<file path="src/rtl/uart_rx.sv">
// uart_rx: 8N1 UART receiver with a one-entry AXI-Stream holding register.
// The line is double-flopped, each bit is sampled once at mid-bit, and good
// bytes, stop-bit failures and dropped bytes are reported as one-cycle pulses.
//
// Handshake: o_m_axis_tdata is transferred on any i_clk edge where
// o_m_axis_tvalid and i_m_axis_tready are both high. Once tvalid is raised,
// tvalid and tdata hold steady until that transfer edge. A byte may be loaded
// on the same edge that the previous one is transferred.
module uart_rx #(
    parameter int CLKS_PER_BIT = 16
) (
    input  logic       i_clk,
    input  logic       i_rst_n,
    input  logic       i_rxd,
    output logic       o_m_axis_tvalid,
    input  logic       i_m_axis_tready,
    output logic [7:0] o_m_axis_tdata,
    output logic       o_rxd_busy,
    output logic       o_rxd_done,
    output logic       o_frame_err,
    output logic       o_overrun,
    output logic [2:0] o_dbg_state
);

    localparam int CW = $clog2(CLKS_PER_BIT);
    localparam logic [CW-1:0] LAST = CW'(CLKS_PER_BIT - 1);
    localparam logic [CW-1:0] HALF = CW'((CLKS_PER_BIT - 1) / 2);

    typedef enum logic [2:0] {
        WAIT_HIGH = 3'd0,
        IDLE      = 3'd1,
        START     = 3'd2,
        RXDATA    = 3'd3,
        STOP      = 3'd4
    } state_t;

    state_t        state, state_n;
    logic [CW-1:0] cnt, cnt_n;
    logic [2:0]    bit_idx, bit_n;
    logic [7:0]    shift, shift_n;
    logic          load, drop, ferr;
    logic          rxd_meta, rxs;
    logic          hold_free;

    // The holding register can take a byte if empty or being drained this edge.
    assign hold_free   = !o_m_axis_tvalid || i_m_axis_tready;
    assign o_dbg_state = state;

    // Two-flop synchronizer on the asynchronous serial line.
    always_ff @(posedge i_clk or negedge i_rst_n) begin
        if (!i_rst_n) begin
            rxd_meta <= 1'b0;
            rxs      <= 1'b0;
        end else begin
            rxd_meta <= i_rxd;
            rxs      <= rxd_meta;
        end
    end

    // Next-state logic: bit timing, sampling and end-of-frame decisions.
    always_comb begin
        state_n = state;
        cnt_n   = cnt;
        bit_n   = bit_idx;
        shift_n = shift;
        load    = 1'b0;
        drop    = 1'b0;
        ferr    = 1'b0;
        case (state)
            WAIT_HIGH: begin
                // A full bit period of idle must be seen before arming.
                if (rxs) begin
                    if (cnt == LAST) begin
                        state_n = IDLE;
                        cnt_n   = '0;
                    end else begin
                        cnt_n = cnt + 1'b1;
                    end
                end else begin
                    cnt_n = '0;
                end
            end
            IDLE: begin
                cnt_n = '0;
                if (!rxs) begin
                    state_n = START;
                end
            end
            START: begin
                if (cnt == HALF) begin
                    cnt_n   = '0;
                    bit_n   = '0;
                    // A line already back high at mid-start is a glitch.
                    state_n = rxs ? IDLE : RXDATA;
                end else begin
                    cnt_n = cnt + 1'b1;
                end
            end
            RXDATA: begin
                if (cnt == LAST) begin
                    cnt_n   = '0;
                    shift_n = {rxs, shift[7:1]};
                    bit_n   = bit_idx + 1'b1;
                    if (bit_idx == 3'd7) begin
                        state_n = STOP;
                    end
                end else begin
                    cnt_n = cnt + 1'b1;
                end
            end
            STOP: begin
                if (cnt == LAST) begin
                    cnt_n = '0;
                    if (rxs) begin
                        // Leaving at mid-stop gives half a bit to catch the next start edge.
                        state_n = IDLE;
                        if (hold_free) begin
                            load = 1'b1;
                        end else begin
                            drop = 1'b1;
                        end
                    end else begin
                        ferr    = 1'b1;
                        state_n = WAIT_HIGH;
                    end
                end else begin
                    cnt_n = cnt + 1'b1;
                end
            end
            default: begin
                state_n = WAIT_HIGH;
                cnt_n   = '0;
                bit_n   = '0;
            end
        endcase
    end

    // Frame state, bit timing counter, bit index and shift register.
    always_ff @(posedge i_clk or negedge i_rst_n) begin
        if (!i_rst_n) begin
            state   <= WAIT_HIGH;
            cnt     <= '0;
            bit_idx <= '0;
            shift   <= '0;
        end else begin
            state   <= state_n;
            cnt     <= cnt_n;
            bit_idx <= bit_n;
            shift   <= shift_n;
        end
    end

    // Holding register, registered status pulses and busy flag.
    always_ff @(posedge i_clk or negedge i_rst_n) begin
        if (!i_rst_n) begin
            o_m_axis_tvalid <= 1'b0;
            o_m_axis_tdata  <= 8'h00;
            o_rxd_done      <= 1'b0;
            o_frame_err     <= 1'b0;
            o_overrun       <= 1'b0;
            o_rxd_busy      <= 1'b0;
        end else begin
            if (load) begin
                o_m_axis_tvalid <= 1'b1;
                o_m_axis_tdata  <= shift;
            end else if (i_m_axis_tready) begin
                o_m_axis_tvalid <= 1'b0;
            end
            o_rxd_done  <= load;
            o_frame_err <= ferr;
            o_overrun   <= drop;
            o_rxd_busy  <= (state_n == START) || (state_n == RXDATA) || (state_n == STOP);
        end
    end

endmodule

</file>
<file path="config.mk">
export PLATFORM = sky130hd
export DESIGN_NAME = uart_rx
export DESIGN_NICKNAME = d
export VERILOG_FILES = /design/src/rtl/uart_rx.sv
export SDC_FILE = /design/constraint.sdc
export NUM_CORES = 1
export LEC_CHECK = 0
export CAP_MARGIN = 0
export CORE_MARGIN = 2
export CORE_UTILIZATION = 55
export CTS_BUF_LIST = sky130_fd_sc_hd__clkbuf_4 sky130_fd_sc_hd__clkbuf_8
export DETAILED_ROUTE_END_ITERATION = 10
export GPL_TIMING_DRIVEN = 0
export PLACE_DENSITY_LB_ADDON = 0.05
export SLEW_MARGIN = 20
export SYNTH_ARGS = -nofsm -noshare
export SYNTH_HDL_FRONTEND = slang
export SYNTH_SLANG_ARGS = --single-unit
</file>
<file path="constraint.sdc">
create_clock -name i_clk -period 2.4 [get_ports i_clk]
set_clock_uncertainty 0.15 [all_clocks]
set_input_delay 0.48 -clock i_clk [delete_from_list [all_inputs] [get_ports i_clk]]
set_output_delay 0.48 -clock i_clk [all_outputs]
set_load 0.1 [all_outputs]
</file>
==> metrics.md <==
| Metric | Value |
|---|---|
| Max stage delay cell, worst path | `dlygate4sd2_1` |
| Initial core utilization | `0.5744` |
| Largest family of logic cells by synthesized area | `multiplexers` |
| Worst path cell trace | `dlygate4sd2_1` |
| Cell row count | `18` |
| FMAX | `427.7 MHz` |
| Commonest cells post-synth | `dfrtp_1 (33), mux2_2 (17), nand2_1 (5), nor2_1 (5)` |
| Die Y | `54.64 um` |
| Async SR Flop Fraction | `1.000` |
| Ports | `20` |
| Mean Syn Cell Area | `13.30 um^2` |
| Drt initial violations | `14` |
| Library cells used by synthesis | `32` |
| Hold buffer count at cts | `0` |
| Net count, final | `139` |
| Final worst path period share | `0.9742` |
| Critical Path AT | `1710 ps` |
| DRT Pass-1 Iters | `4` |
| Clock-pin slew on the worst setup and hold paths | `100 ps` |
| # DRC | `0` |
| Post-route ant nets | `0` |
| WP buf/inv | `1` |
| Xor and xnor area share after synthesis | `0.02484` |
| Synthesized Nets | `113` |
| TritonCTS clock tree | `yes` |
| Syn Inst Count | `106` |
| CP Class | `reg -> out` |
| Synth Area in Adders | `0.02662` |
| Number of synthesized register bits | `33` |
| Layout Utilization | `0.6794` |
| First-pass GRT wire length | `3670 um` |
| H-tree depth | `2` |
| Post-cts gate resize count | `16` |
| Dominant cells by area after synthesis | `dfrtp_1 (59%), mux2_2 (14%), ha_1 (2.7%)` |
| Outcome | `finished clean` |
| Largest net degree at the start of global routing | `34` |
| Post-synthesis mux area share | `0.1429` |
| Area growth, synth to finish | `18.28%` |
| Ys flop type | `dfrtp_1` |
| Mean routed wirelength per cell | `14.15 um` |
| Most frequent cell after synthesis | `dfrtp_1` |
| Compound-Gate Fraction of Synth Area | `0.08252` |
| Ant diodes | `0` |
| Post-synthesis sequential area ratio | `0.5856` |
| HPWL after DPL | `1579 um` |
| Synth top area share | `0.5856` |
| Final Setup Violations | `0` |
| Syn Std Cell Area | `0.001410 mm^2` |
| GP Congestion | `0.7880` |
| Worst ir drop on vdd | `0.0003626 V` |
| CTS Root Cell | `clkbuf_4` |
| DR vias/cell | `5.485` |
| Die width | `54.64 um` |
| Tot Pwr | `0.0008980 W` |
| Post-CTS Setup Bufs | `0` |
| Vias in the first global route | `823` |
| Die ar. | `0.002985 mm^2` |
| Share of layout cells above drive strength 1 | `0.2481` |
| Area leader, netlist | `dfrtp_1` |
| Placeable Area | `0.002455 mm^2` |
| Post-synth EDFFs | `0` |
| TNS Setup | `0 ps` |
| CP Launch Type | `flop` |
| Max_slew headroom | `0.3586` |
| PwrDens | `538.4 mW/mm^2` |
| Endpoints failing hold | `0` |
| Biggest cell delay along the critical path | `890 ps` |
| YS warnings | `0` |
| Post-Synth Simple-Gate Area | `0.1056` |
| Max Cap Violations | `0` |
| CP required | `1770 ps` |
| Lkg Pwr | `0.8811 nW` |
| Via count | `894` |
| Clk_lat worst skew | `320 ps` |
| Max clock buf depth | `2` |
| CTS Sinks | `33` |
| Crit end category | `primary output` |
| All-Layer GR Usage | `0.1793` |
| Fin. max-slew vios | `0` |
| Crit-path max FO | `9` |
| CP top delay family | `buffers and inverters` |
| Initial antenna violation count | `0` |
| Worst slew pin tran | `965.9 ps` |
| RSZ-0062 raised after global routing | `no` |
| CTS Buf Count | `5` |
| Port bufs | `19` |
| Worst hold path class | `in -> async` |
| Final Routed Wirelength | `2307 um` |
| Tmin final | `2338 ps` |
| Grt ovf | `0` |
[logic make-up (layout without fill, tap and decap cells)]
group	after synthesis	after routing
flip-flops	33	33
AND/OR/NAND/NOR	24	24
multiplexers	18	18
adder cells (fa/ha/maj)	3	3
buffers and inverters	9	36
XOR/XNOR	4	4
AO/OA/AOI/OAI	15	15
[state kept, by name, indices dropped and copies added, names as in the netlist]
| signal | cells |
|---|---|
| o_m_axis_tvalid | 1 |
| o_frame_err | 1 |
| o_dbg_state | 3 |
| rxs | 1 |
| o_rxd_done | 1 |
| o_rxd_busy | 1 |
| o_overrun | 1 |
| shift | 8 |
| bit_idx | 3 |
| rxd_meta | 1 |
| o_m_axis_tdata | 8 |
| cnt | 4 |
[final cells by class]
type                    count  area (um^2)
plain buffers               6        33.78
clock buffers               6        45.04
multi-input cells          64        539.3
fillers                   198        787.0
flip-flops and latches     33        825.8
inverters                   3        11.26
clock inverters             2        10.01
well taps                  30        37.54
repair buffers             19        165.2
[cell usage in the layout (no fill, tap or decap), types with 2 or more instances in the layout]
cell type	Yosys	final
a22o_1	2	2
a311oi_1	3	3
buf_2	3	4
buf_4	2	2
clkbuf_4	0	6
clkdlybuf4s50_1	0	2
clkinv_2	0	2
dfrtp_1	33	33
dlygate4sd2_1	0	16
ha_1	3	3
inv_1	3	3
mux2_2	17	17
nand2_1	5	5
nand2b_1	4	4
nand3_1	4	4
nor2_1	5	5
xnor2_1	3	3
[worst paths after layout]
| kind | start | endpoint | slack [ps] | cells past startpoint |
|---|---|---|---|---|
| hold / removal | i_rst_n | o_m_axis_tdata[0] | 40 | 1 |
| setup / recovery | o_dbg_state[2] | o_dbg_state[2] | 60 | 1 |
| hold reg to reg | rxd_meta | rxs | 200 | 0 |
| setup reg to reg | cnt[0] | shift[5] | 450 | 6 |
| min in group i_clk | rxd_meta | rxs | 200 | 0 |
| max in group asynchronous | i_rst_n | cnt[0] | 1600 | 1 |
[per-stage QoR]
stage | worst slack (ps) | hold slack, ps | std cells | cell area (um^2)
finish | 61.89 | 44.05 | 163 | 1668
detailed placement | 128.3 | 184.7 | 155 | 1633
floorplan | 37.70 | 34.41 | 106 | 1410
CTS | 55.03 | 63.94 | 163 | 1668
global route | 14.78 | 105.6 | 163 | 1668
global placement | 115.6 | 184.3 | 155 | 1638
[metal layers]
layer	vias up	track usage	routed length, um
li1	435	-	-
met1	430	0.2401	1067
met2	27	0.2679	1111
met3	2	0.05738	115
met4	0	0.07500	12
met5	-	0	0
[power breakdown]
part	switching [W]	total, W	internal, W	leakage, nW
Combinational	0.0000214	0.0000327	0.0000113	0.392
Sequential	0.00000497	0.000566	0.000561	0.454
Clock	0.000176	0.000299	0.000123	0.0354
Note: power is estimated with default switching activity, not from simulation.
